--- src/rtl/conv_pkg.sv ---
// Shared widths, FSM encoding and descriptor layout for the conv layer sequencer.
package conv_pkg;

  localparam int unsigned TENSOR_W   = 8;
  localparam int unsigned KERNEL_W   = 4;
  localparam int unsigned CH_W       = 8;
  localparam int unsigned STRIDE_W   = 3;
  localparam int unsigned KNUM_W     = 8;
  localparam int unsigned MAX_LAYERS = 8;
  localparam int unsigned LIDX_W     = $clog2(MAX_LAYERS);

  typedef enum logic [4:0] {
    ST_IDLE  = 5'b00001,
    ST_CALC  = 5'b00010,
    ST_ISSUE = 5'b00100,
    ST_WAIT  = 5'b01000,
    ST_DONE  = 5'b10000
  } state_e;

  typedef struct packed {
    logic [KERNEL_W-1:0] kernel_size;
    logic [STRIDE_W-1:0] stride;
    logic [KNUM_W-1:0]   kernel_nums;
  } desc_t;

endpackage

--- src/rtl/conv_geom_div.sv ---
// Iterative subtract divider producing ofs = (T-K)/S + 1, one subtraction per cycle.
// The first cycle (start_i) works on T-K directly, so the result is ready after
// floor((T-K)/S)+1 cycles counting the start cycle.
module conv_geom_div
  import conv_pkg::*;
#(
  parameter int unsigned TW = TENSOR_W,
  parameter int unsigned KW = KERNEL_W,
  parameter int unsigned SW = STRIDE_W
) (
  input  logic          clk,
  input  logic          rst,
  input  logic          enable_i,
  input  logic          calc_i,
  input  logic          start_i,
  input  logic [TW-1:0] tensor_i,
  input  logic [KW-1:0] kernel_i,
  input  logic [SW-1:0] stride_i,
  output logic [TW-1:0] ofs_c_o,
  output logic          valid_c_o,
  output logic          err_c_o
);

  logic [TW-1:0] diff_q;
  logic [TW-1:0] quot_q;
  logic [TW-1:0] work_diff;
  logic [TW-1:0] work_quot;
  logic          step;

  // Select fresh operands on the start cycle, otherwise continue the running division
  always_comb begin
    work_diff = start_i ? (tensor_i - TW'(kernel_i)) : diff_q;
    work_quot = start_i ? '0 : quot_q;
    err_c_o   = start_i && ((TW'(kernel_i) > tensor_i) || (stride_i == '0));
    step      = (work_diff >= TW'(stride_i));
    valid_c_o = !err_c_o && !step;
    ofs_c_o   = work_quot + TW'(1);
  end

  // Remainder/quotient registers advance only while the sequencer is calculating
  always_ff @(posedge clk) begin
    if (rst) begin
      diff_q <= '0;
      quot_q <= '0;
    end else if (enable_i && calc_i && !err_c_o && step) begin
      diff_q <= work_diff - TW'(stride_i);
      quot_q <= work_quot + TW'(1);
    end
  end

endmodule

--- src/rtl/conv_layer_seq.sv ---
// Multi-layer conv control: walks a descriptor table, computes each layer's
// output geometry, starts the engine and chains geometry into the next layer.
module conv_layer_seq
  import conv_pkg::*;
#(
  parameter int unsigned TENSOR_W   = conv_pkg::TENSOR_W,
  parameter int unsigned KERNEL_W   = conv_pkg::KERNEL_W,
  parameter int unsigned CH_W       = conv_pkg::CH_W,
  parameter int unsigned STRIDE_W   = conv_pkg::STRIDE_W,
  parameter int unsigned KNUM_W     = conv_pkg::KNUM_W,
  parameter int unsigned MAX_LAYERS = conv_pkg::MAX_LAYERS,
  parameter int unsigned LIDX_W     = $clog2(MAX_LAYERS)
) (
  input  logic                           clk,
  input  logic                           rst,
  input  logic                           enable,
  input  logic                           cfg_we,
  input  logic [LIDX_W-1:0]              cfg_idx,
  input  logic [KERNEL_W-1:0]            cfg_kernel_size,
  input  logic [STRIDE_W-1:0]            cfg_stride,
  input  logic [KNUM_W-1:0]              cfg_kernel_nums,
  input  logic [TENSOR_W-1:0]            base_tensor_size,
  input  logic [CH_W-1:0]                base_channels,
  input  logic [LIDX_W:0]                num_layers,
  input  logic                           run,
  input  logic                           abort,
  input  logic                           eng_done,
  output logic [TENSOR_W-1:0]            tensor_size,
  output logic [KERNEL_W-1:0]            kernel_size,
  output logic [CH_W-1:0]                channels,
  output logic [STRIDE_W-1:0]            stride,
  output logic [KNUM_W-1:0]              kernel_nums,
  output logic [TENSOR_W-1:0]            ofs,
  output logic [2*TENSOR_W+KNUM_W-1:0]   ifmap_num,
  output logic [LIDX_W-1:0]              layer_idx,
  output logic                           start_conv,
  output logic                           busy,
  output logic                           seq_done,
  output logic                           err
);

  localparam int unsigned IFM_W = 2*TENSOR_W + KNUM_W;
  localparam int unsigned NUM_W = LIDX_W + 1;

  state_e                state_q, state_d;
  desc_t                 tbl_q [MAX_LAYERS];
  logic [TENSOR_W-1:0]   tensor_q, tensor_d;
  logic [KERNEL_W-1:0]   kernel_q, kernel_d;
  logic [CH_W-1:0]       ch_q, ch_d;
  logic [STRIDE_W-1:0]   stride_q, stride_d;
  logic [KNUM_W-1:0]     kn_q, kn_d;
  logic [TENSOR_W-1:0]   ofs_q, ofs_d;
  logic [IFM_W-1:0]      ifmap_q, ifmap_d;
  logic [LIDX_W-1:0]     idx_q, idx_d;
  logic [NUM_W-1:0]      num_q, num_d;
  logic                  err_q, err_d;
  logic                  first_q, first_d;
  logic [LIDX_W-1:0]     idx_next;
  logic                  last_layer;
  logic                  div_start;
  logic [TENSOR_W-1:0]   div_ofs;
  logic                  div_valid;
  logic                  div_err;

  assign idx_next   = idx_q + LIDX_W'(1);
  assign last_layer = ({1'b0, idx_q} == (num_q - NUM_W'(1)));
  assign div_start  = (state_q == ST_CALC) && first_q;

  conv_geom_div #(
    .TW (TENSOR_W),
    .KW (KERNEL_W),
    .SW (STRIDE_W)
  ) u_div (
    .clk       (clk),
    .rst       (rst),
    .enable_i  (enable),
    .calc_i    (state_q == ST_CALC),
    .start_i   (div_start),
    .tensor_i  (tensor_q),
    .kernel_i  (kernel_q),
    .stride_i  (stride_q),
    .ofs_c_o   (div_ofs),
    .valid_c_o (div_valid),
    .err_c_o   (div_err)
  );

  // Descriptor table: written from the config side only while idle
  always_ff @(posedge clk) begin
    if (enable && cfg_we && (state_q == ST_IDLE)) begin
      tbl_q[cfg_idx] <= '{kernel_size: cfg_kernel_size,
                          stride:      cfg_stride,
                          kernel_nums: cfg_kernel_nums};
    end
  end

  // Next-state and register-update logic for the layer sequencer
  always_comb begin
    state_d  = state_q;
    tensor_d = tensor_q;
    kernel_d = kernel_q;
    ch_d     = ch_q;
    stride_d = stride_q;
    kn_d     = kn_q;
    ofs_d    = ofs_q;
    ifmap_d  = ifmap_q;
    idx_d    = idx_q;
    num_d    = num_q;
    err_d    = err_q;
    first_d  = first_q;
    if (enable) begin
      first_d = 1'b0;
      unique case (state_q)
        ST_IDLE: begin
          if (!abort && run) begin
            if ((num_layers == '0) || (num_layers > NUM_W'(MAX_LAYERS))) begin
              err_d = 1'b1;
            end else begin
              err_d    = 1'b0;
              idx_d    = '0;
              num_d    = num_layers;
              tensor_d = base_tensor_size;
              ch_d     = base_channels;
              kernel_d = tbl_q[0].kernel_size;
              stride_d = tbl_q[0].stride;
              kn_d     = tbl_q[0].kernel_nums;
              first_d  = 1'b1;
              state_d  = ST_CALC;
            end
          end
        end
        ST_CALC: begin
          if (abort) begin
            state_d = ST_IDLE;
          end else if (div_err) begin
            err_d   = 1'b1;
            state_d = ST_IDLE;
          end else if (div_valid) begin
            ofs_d   = div_ofs;
            state_d = ST_ISSUE;
          end
        end
        ST_ISSUE: begin
          if (abort) begin
            state_d = ST_IDLE;
          end else begin
            ifmap_d = IFM_W'(ofs_q) * IFM_W'(ofs_q) * IFM_W'(kn_q);
            state_d = ST_WAIT;
          end
        end
        ST_WAIT: begin
          if (abort) begin
            state_d = ST_IDLE;
          end else if (eng_done) begin
            if (last_layer) begin
              state_d = ST_DONE;
            end else begin
              idx_d    = idx_next;
              tensor_d = ofs_q;
              ch_d     = CH_W'(kn_q);
              kernel_d = tbl_q[idx_next].kernel_size;
              stride_d = tbl_q[idx_next].stride;
              kn_d     = tbl_q[idx_next].kernel_nums;
              first_d  = 1'b1;
              state_d  = ST_CALC;
            end
          end
        end
        ST_DONE: begin
          state_d = ST_IDLE;
        end
        default: begin
          state_d = ST_IDLE;
        end
      endcase
    end
  end

  // State and datapath registers
  always_ff @(posedge clk) begin
    if (rst) begin
      state_q  <= ST_IDLE;
      tensor_q <= '0;
      kernel_q <= '0;
      ch_q     <= '0;
      stride_q <= '0;
      kn_q     <= '0;
      ofs_q    <= '0;
      ifmap_q  <= '0;
      idx_q    <= '0;
      num_q    <= '0;
      err_q    <= 1'b0;
      first_q  <= 1'b0;
    end else begin
      state_q  <= state_d;
      tensor_q <= tensor_d;
      kernel_q <= kernel_d;
      ch_q     <= ch_d;
      stride_q <= stride_d;
      kn_q     <= kn_d;
      ofs_q    <= ofs_d;
      ifmap_q  <= ifmap_d;
      idx_q    <= idx_d;
      num_q    <= num_d;
      err_q    <= err_d;
      first_q  <= first_d;
    end
  end

  // Strobes are state decodes suppressed by a same-cycle abort or a frozen enable
  assign start_conv  = enable && !abort && (state_q == ST_ISSUE);
  assign seq_done    = enable && !abort && (state_q == ST_DONE);
  assign busy        = (state_q != ST_IDLE);
  assign tensor_size = tensor_q;
  assign kernel_size = kernel_q;
  assign channels    = ch_q;
  assign stride      = stride_q;
  assign kernel_nums = kn_q;
  assign ofs         = ofs_q;
  assign ifmap_num   = ifmap_q;
  assign layer_idx   = idx_q;
  assign err         = err_q;

endmodule
--- config.mk ---
export PLATFORM = sky130hd
export DESIGN_NAME = conv_layer_seq
export DESIGN_NICKNAME = d
export VERILOG_FILES = /design/src/rtl/conv_pkg.sv /design/src/rtl/conv_geom_div.sv /design/src/rtl/conv_layer_seq.sv
export SDC_FILE = /design/constraint.sdc
export NUM_CORES = 1
export LEC_CHECK = 0
export BUFFER_PORTS_ARGS = -buffer_cell sky130_fd_sc_hd__buf_2
export CORE_UTILIZATION = 50
export DETAILED_ROUTE_END_ITERATION = 6
export HOLD_SLACK_MARGIN = 0.03
export PLACE_DENSITY = 0.71
export SYNTH_ARGS = -nofsm -noshare
export SYNTH_HDL_FRONTEND = slang
export SYNTH_HIERARCHICAL = 1
export SYNTH_SLANG_ARGS = --single-unit
--- constraint.sdc ---
create_clock -name clk -period 7.6 [get_ports clk]
set_clock_uncertainty 0.05 [all_clocks]
set_input_delay 1.52 -clock clk [delete_from_list [all_inputs] [get_ports clk]]
set_output_delay 1.52 -clock clk [all_outputs]
set_load 0.02 [all_outputs]
==> results.txt, run 1 <==
total power: 2.767 mW
Comb power frac: 9.6%
grt total ovfl: 0
Arr. time, crit path: 7930 ps
Clk pwr share: 43.9%
# hold bufs at CTS: 0
YS warnings: 6
antenna cells: 0
max-cap violations: 0
r2r setup slk: 110 ps
worst skew pair latency: 540 ps
VDD IR max: 0.2172 mV
core area: 28860 sq um
WS Path Type: register to register
pin count of the biggest net entering global routing: 48
Worst EP required: 8030 ps
CP Capture Type: register
Max Fclk: 133.5 MHz
switching pwr: 0.6873 mW
clk buf depth: 3
Critical Path Start: ofs[2]$_SDFFE_PP0P_
Synth async-reset ratio: 0%
Post-Synthesis Net Count: 1634
Final Cell Area: 17660 sq um
Sink Count: 213
fin worst setup slack: 107.8 ps
Layout Utilization: 61.21%
unique cell type count in the Yosys netlist: 83
setup violators final: 0
# rows: 62
dpl ws: -153.9 ps
Net Sw Frac: 24.84%
HP Class: register to register
hpwl dp: 24.91 mm
Leakage: 7.525 nW
total length of routed wires: 35.31 mm
RD Place Congestion: 0.8603
Slowest-stage cell, CP: fa_1
Tightest Pin Transition: 1028 ps
mux contribution to synthesized area: 8.648%
IO buf count: 114
CTS tree: done
status: completed
synth cell count leaders: inv_1, nand2_1, edfxtp_1, nor2_1, and2_1
Final Hold Viols: 0
Synth Register Bits: 213
max incr delay on CP: 550 ps
Worst Hold Launch: ifmap_num[7]$_SDFFE_PP0P_
# DRC: 0
post-synth top area cell: edfxtp_1
sequential fraction of the synthesis area: 37.00%
initial drt markers: 589
top-area cell type share of the netlist area: 24.39%
main combinational cell family by area after synthesis: adder cells
Worst setup SP type: register
Final Cycle Share: 98.58%
Compound-Gate Fraction of Synth Area: 9.495%
count leader, synth: inv_1
crit-path max FO: 7
Area Overhead vs Synth: 19.57%
global-route wire length before repair: 56.73 mm
Reg-to-Reg End: ifmap_num[22]$_SDFFE_PP0P_
nets: 1793
number of synthesized flops with an enable pin: 120
DRT antenna net count: 0
Reg-to-Reg Start: ofs[2]$_SDFFE_PP0P_
Slew HR: 31.37%
Synth Area in Simple Gates: 15.31%
Fill cells: 2332
critical path capture point: ifmap_num[22]$_SDFFE_PP0P_
vias in the first global route: 11180
layout cell share with drive strength beyond 1: 25.32%
Clk pin slew, worst setup/hold paths: 60 ps
Mean Syn Cell Area: 10.55 sq um
unrepaired setup endpoints after global routing: true
XOR/XNOR share of the synthesized area: 2.372%
Post-DP Area: 16230 sq um
Vias/cell: 5.582
Routed WL per cell: 18.02 um
I/O Pins: 115
Root Driver: clkbuf_16
CTS HTree Levels: 1
Die Y: 173.9 um
register share of total power: 46.6%
adder-cell share of the synthesized area: 21.24%
TritonRoute pass-1 iters: 5
synth top area cells: edfxtp_1, fa_1, dfxtp_1, ha_1, mux4_2
initial core utilization: 51.19%
die width: 173.9 um
min Tclk post-route: 7492 ps
via count: 10940
TritonCTS buffer count: 24
GRT Total Usage: 23.30%
Reg2Reg Depth: 27
ys flop type: edfxtp_1
Mapped Area: 14770 sq um
Post-Synthesis Cells: 1400
Final Slew Violations: 0
die area: 30230 sq um
Cell Int Power: 2.080 mW
most frequent CP cell: fa_1
initial antenna violation count: 0
Power Density: 156.6 nW/um^2
[flip-flops by register name (all words and copies together), names as in the netlist, 3 cells and up]
| signal | count |
|---|---|
| u_div/diff_q | 8 |
| layer_idx | 3 |
| kernel_nums | 8 |
| tbl_q | 120 |
| channels | 8 |
| state_q | 5 |
| stride | 3 |
| num_q | 4 |
| ifmap_num | 24 |
| tensor_size | 8 |
| kernel_size | 4 |
| u_div/quot_q | 8 |
| ofs | 8 |
[worst min path at each step]
| stage | to | slack (ps) | cells after the start |
|---|---|---|---|
| 6_report | ifmap_num[7]$_SDFFE_PP0P_ | 410 | 2 |
| 5_1_grt | ifmap_num[15]$_SDFFE_PP0P_ | 430 | 2 |
| 4_1_cts | ifmap_num[9]$_SDFFE_PP0P_ | 410 | 2 |
| 3_5_place_dp | ifmap_num[10]$_SDFFE_PP0P_ | 400 | 2 |
| 3_3_place_gp | ifmap_num[0]$_SDFFE_PP0P_ | 390 | 2 |
| 2_1_floorplan | u_div/quot_q[7]$_SDFFE_PP0P_ | 400 | 2 |
[area by class of cell]
type | count | area (sq um) | area share (%)
multi-input combinational | 974 | 9074 | 51.37
tap | 384 | 480.5 | 2.720
clock buffer | 32 | 640.6 | 3.627
sequential | 213 | 5492 | 31.09
inverter | 146 | 548.0 | 3.103
clock inverter | 11 | 181.4 | 1.027
timing repair buffer | 200 | 1247 | 7.062
[cells in the final DEF (no fill, tap or decap), types with 27 or more instances in the layout]
cell type  count
inv_1        136
edfxtp_1     120
nand2_1      118
buf_2        114
nor2_1       101
fa_1          98
and2_1        95
dfxtp_1       84
buf_4         80
ha_1          68
mux2i_1       59
a21oi_1       42
mux4_2        30
nand3_1       28
o21ai_0       27
[kinds of logic (layout without fill, tap and decap cells)]
logic type / after synthesis / in the layout
simple gates: 457 / 457
flops: 213 / 213
buf+inv: 213 / 389
compound gates: 198 / 198
fa+ha+maj: 189 / 189
mux: 90 / 90
xor+xnor: 40 / 40
[per-stage QoR]
stage	hold slack, ps	cells	setup TNS (ps)
2_1_floorplan	402.0	1400	0
3_3_place_gp	386.9	1904	-46.35
3_5_place_dp	396.4	1904	-596.0
4_1_cts	408.1	1951	0
5_1_grt	430.4	1960	-404.1
6_report	406.0	1960	0
[metal layers]
metal | up-vias | track usage [%] | share of wire, %
li1 | 5144 | - | -
met1 | 5467 | 30.05 | 43
met2 | 261 | 40.13 | 50
met3 | 68 | 3.882 | 5.0
met4 | 0 | 7.018 | 2.7
met5 | - | 0 | 0
[timing repair]
action,4_1_cts,5_1_grt
setup endpoints to repair,8,11
setup buffers,4,9
gates resized for setup,27,87
pin swaps,20,55
[power groups by stage]
| stage | combinational [mW] | sequential, mW | clock (mW) |
|---|---|---|---|
| after floorplan | 0.173 | 1.32 | 0 |
| after global placement | 0.256 | 1.31 | 0 |
| after detailed placement | 0.261 | 1.31 | 0 |
| after CTS | 0.263 | 1.29 | 1.23 |
| after global routing | 0.287 | 1.29 | 1.28 |
| final | 0.264 | 1.29 | 1.21 |
[worst max-delay path: cells and delay by family (launching register included)]
kind            cells  cell delay (ps)
compound gates      4             1100
fa+ha+maj          10             4430
buf+inv             6              380
flops               1              400
simple gates        7             1090
Power figures use the tool's default switching activity.
==> run 2, diff against run 1 <==
--- a/config.mk
+++ b/config.mk
@@ -6,10 +6,10 @@
 export NUM_CORES = 1
 export LEC_CHECK = 0
 export BUFFER_PORTS_ARGS = -buffer_cell sky130_fd_sc_hd__buf_2
-export CORE_UTILIZATION = 50
+export CORE_UTILIZATION = 56
 export DETAILED_ROUTE_END_ITERATION = 6
 export HOLD_SLACK_MARGIN = 0.03
-export PLACE_DENSITY = 0.71
+export PLACE_DENSITY = 0.78
 export SYNTH_ARGS = -nofsm -noshare
 export SYNTH_HDL_FRONTEND = slang
 export SYNTH_HIERARCHICAL = 1
==> results.txt, run 2 (synthesized netlist as in run 1, its figures left out) <==
most frequent CP cell: fa_1 (unchanged)
Power Density: 153.2 nW/um^2 (was 156.6 nW/um^2)
Sink Count: 213 (unchanged)
layout cell share with drive strength beyond 1: 24.48% (was 25.32%)
Die Y: 164.4 um (was 173.9 um)
core area: 25980 sq um (was 28860 sq um)
I/O Pins: 115 (unchanged)
max incr delay on CP: 560 ps (was 550 ps)
DRT antenna net count: 0 (unchanged)
Root Driver: clkbuf_16 (unchanged)
TritonCTS buffer count: 23 (was 24)
most frequent cells in the layout: inv_1, nand2_1, edfxtp_1, buf_2, nor2_1 (was inv_1, edfxtp_1, nand2_1, buf_2, nor2_1)
initial drt markers: 698 (was 589)
CP Capture Type: register (unchanged)
GRT Total Usage: 26.36% (was 23.30%)
Tightest Pin Transition: 994.3 ps (was 1028 ps)
# rows: 59 (was 62)
CTS HTree Levels: 1 (unchanged)
IO buf count: 114 (unchanged)
total power: 2.676 mW (was 2.767 mW)
Final Slew Violations: 0 (unchanged)
RD Place Congestion: 0.9036 (was 0.8603)
initial core utilization: 56.85% (was 51.19%)
crit-path max FO: 6 (was 7)
Worst Path Buf+Inv: 4 (was 6)
initial antenna violation count: 0 (unchanged)
delay-heaviest family, CP: adder cells (unchanged)
unrepaired setup endpoints after global routing: true (unchanged)
Max Fclk: 131.8 MHz (was 133.5 MHz)
Slew HR: 33.64% (was 31.37%)
worst skew pair latency: 530 ps (was 540 ps)
die width: 164.4 um (was 173.9 um)
min Tclk post-route: 7589 ps (was 7492 ps)
max reg flops: 120 (unchanged)
Fill cells: 1911 (was 2332)
Leakage: 7.494 nW (was 7.525 nW)
VDD IR max: 0.2332 mV (was 0.2172 mV)
Most flops, register: tbl_q (unchanged)
TritonRoute pass-1 iters: 5 (unchanged)
Arr. time, crit path: 8010 ps (was 7930 ps)
Worst EP required: 8020 ps (was 8030 ps)
Final Hold Viols: 0 (unchanged)
via count: 11050 (was 10940)
clk buf depth: 3 (unchanged)
# DRC: 0 (unchanged)
Clk pin slew, worst setup/hold paths: 60 ps (about the same)
Routed WL per cell: 18.18 um (was 18.02 um)
Vias/cell: 5.780 (was 5.582)
CTS tree: done (unchanged)
total length of routed wires: 34.75 mm (was 35.31 mm)
vias in the first global route: 11170 (was 11180)
global-route wire length before repair: 55.94 mm (was 56.73 mm)
commonest non-fill, non-tap cell in the layout: inv_1 (unchanged)
Final Cycle Share: 99.86% (was 98.58%)
nets: 1797 (was 1793)
grt total ovfl: 0 (unchanged)
# hold bufs at CTS: 0 (unchanged)
status: completed (unchanged)
setup TNS: 0 ps (unchanged)
Worst setup SP type: register (unchanged)
Area Overhead vs Synth: 18.26% (was 19.57%)
HP Class: register to register (unchanged)
hpwl dp: 24.57 mm (was 24.91 mm)
max-cap violations: 0 (unchanged)
pin count of the biggest net entering global routing: 54 (was 48)
WS Path Type: register to register (unchanged)
setup violators final: 0 (unchanged)
die area: 27030 sq um (was 30230 sq um)
Slowest-stage cell, CP: fa_1 (unchanged)
antenna cells: 0 (unchanged)
run 2: final timing paths:
| kind | from | to | slack (ps) | cells past startpoint |
|---|---|---|---|---|
| setup / recovery | ofs[6]$_SDFFE_PP0P_ | ifmap_num[22]$_SDFFE_PP0P_ | 10 | 27 |
| hold / removal | ifmap_num[0]$_SDFFE_PP0P_ | ifmap_num[0]$_SDFFE_PP0P_ | 410 | 2 |
| setup reg to reg | ofs[6]$_SDFFE_PP0P_ | ifmap_num[22]$_SDFFE_PP0P_ | 10 | 27 |
| hold reg to reg | ifmap_num[0]$_SDFFE_PP0P_ | ifmap_num[0]$_SDFFE_PP0P_ | 410 | 2 |
run 2: repair_timing:
action / 4_1_cts / 5_1_grt
gates cloned: 0 / 0
gates resized for setup: 41 / 51
endpoints found under the setup margin: 9 / 12
pin swaps: 34 / 38
buffers inserted: 18 / 6
run 2: stage by stage:
| stage | area (sq um) | hold WS (ps) | setup slack [ps] | utilization [%] | cells |
|---|---|---|---|---|---|
| after floorplan | 14940 | 402.0 | 6.768 | - | 1400 |
| after global placement | 16120 | 388.3 | -86.64 | 62.02 | 1850 |
| after detailed placement | 16120 | 397.0 | -293.2 | 62.02 | 1850 |
| after CTS | 17170 | 406.7 | 4.249 | 66.07 | 1907 |
| after global routing | 17470 | 418.9 | -199.1 | 67.23 | 1912 |
| final | 17470 | 407.6 | 10.67 | 67.23 | 1912 |
run 2: per-layer routing:
layer  routed length (um)  global-route usage (%)  vias to the layer above
met5                    0                       0                        -
li1                     -                       -                     5159
met3                 1842                   4.144                       75
met4                  998                   8.507                        0
met1                14600                   34.59                     5494
met2                17310                   44.78                      323
run 2: final cells by class:
cell class | instances | area (sq um) | share of cell area, %
clock buffers | 29 | 598.1 | 3.424
clock inverters | 10 | 140.1 | 0.8022
inverters | 146 | 550.5 | 3.151
multi-input cells | 974 | 9005 | 51.55
flip-flops and latches | 213 | 5492 | 31.44
well taps | 335 | 419.2 | 2.399
repair buffers | 205 | 1265 | 7.241
run 2: worst reg2reg max path: cells and delay by family (launching register included):
| family | cells | cell delay (ps) |
|---|---|---|
| AO/OA/AOI/OAI | 6 | 1290 |
| XOR/XNOR | 1 | 190 |
| adder cells (fa/ha/maj) | 10 | 4440 |
| buffers and inverters | 4 | 190 |
| flip-flops | 1 | 360 |
| AND/OR/NAND/NOR | 6 | 1000 |
run 2: power breakdown:
part	switching [mW]	total [mW]	internal, mW	leakage, nW
Sequential	0.0407	1.29	1.25	1.84
Combinational	0.164	0.267	0.103	5.29
Clock	0.463	1.12	0.660	0.358
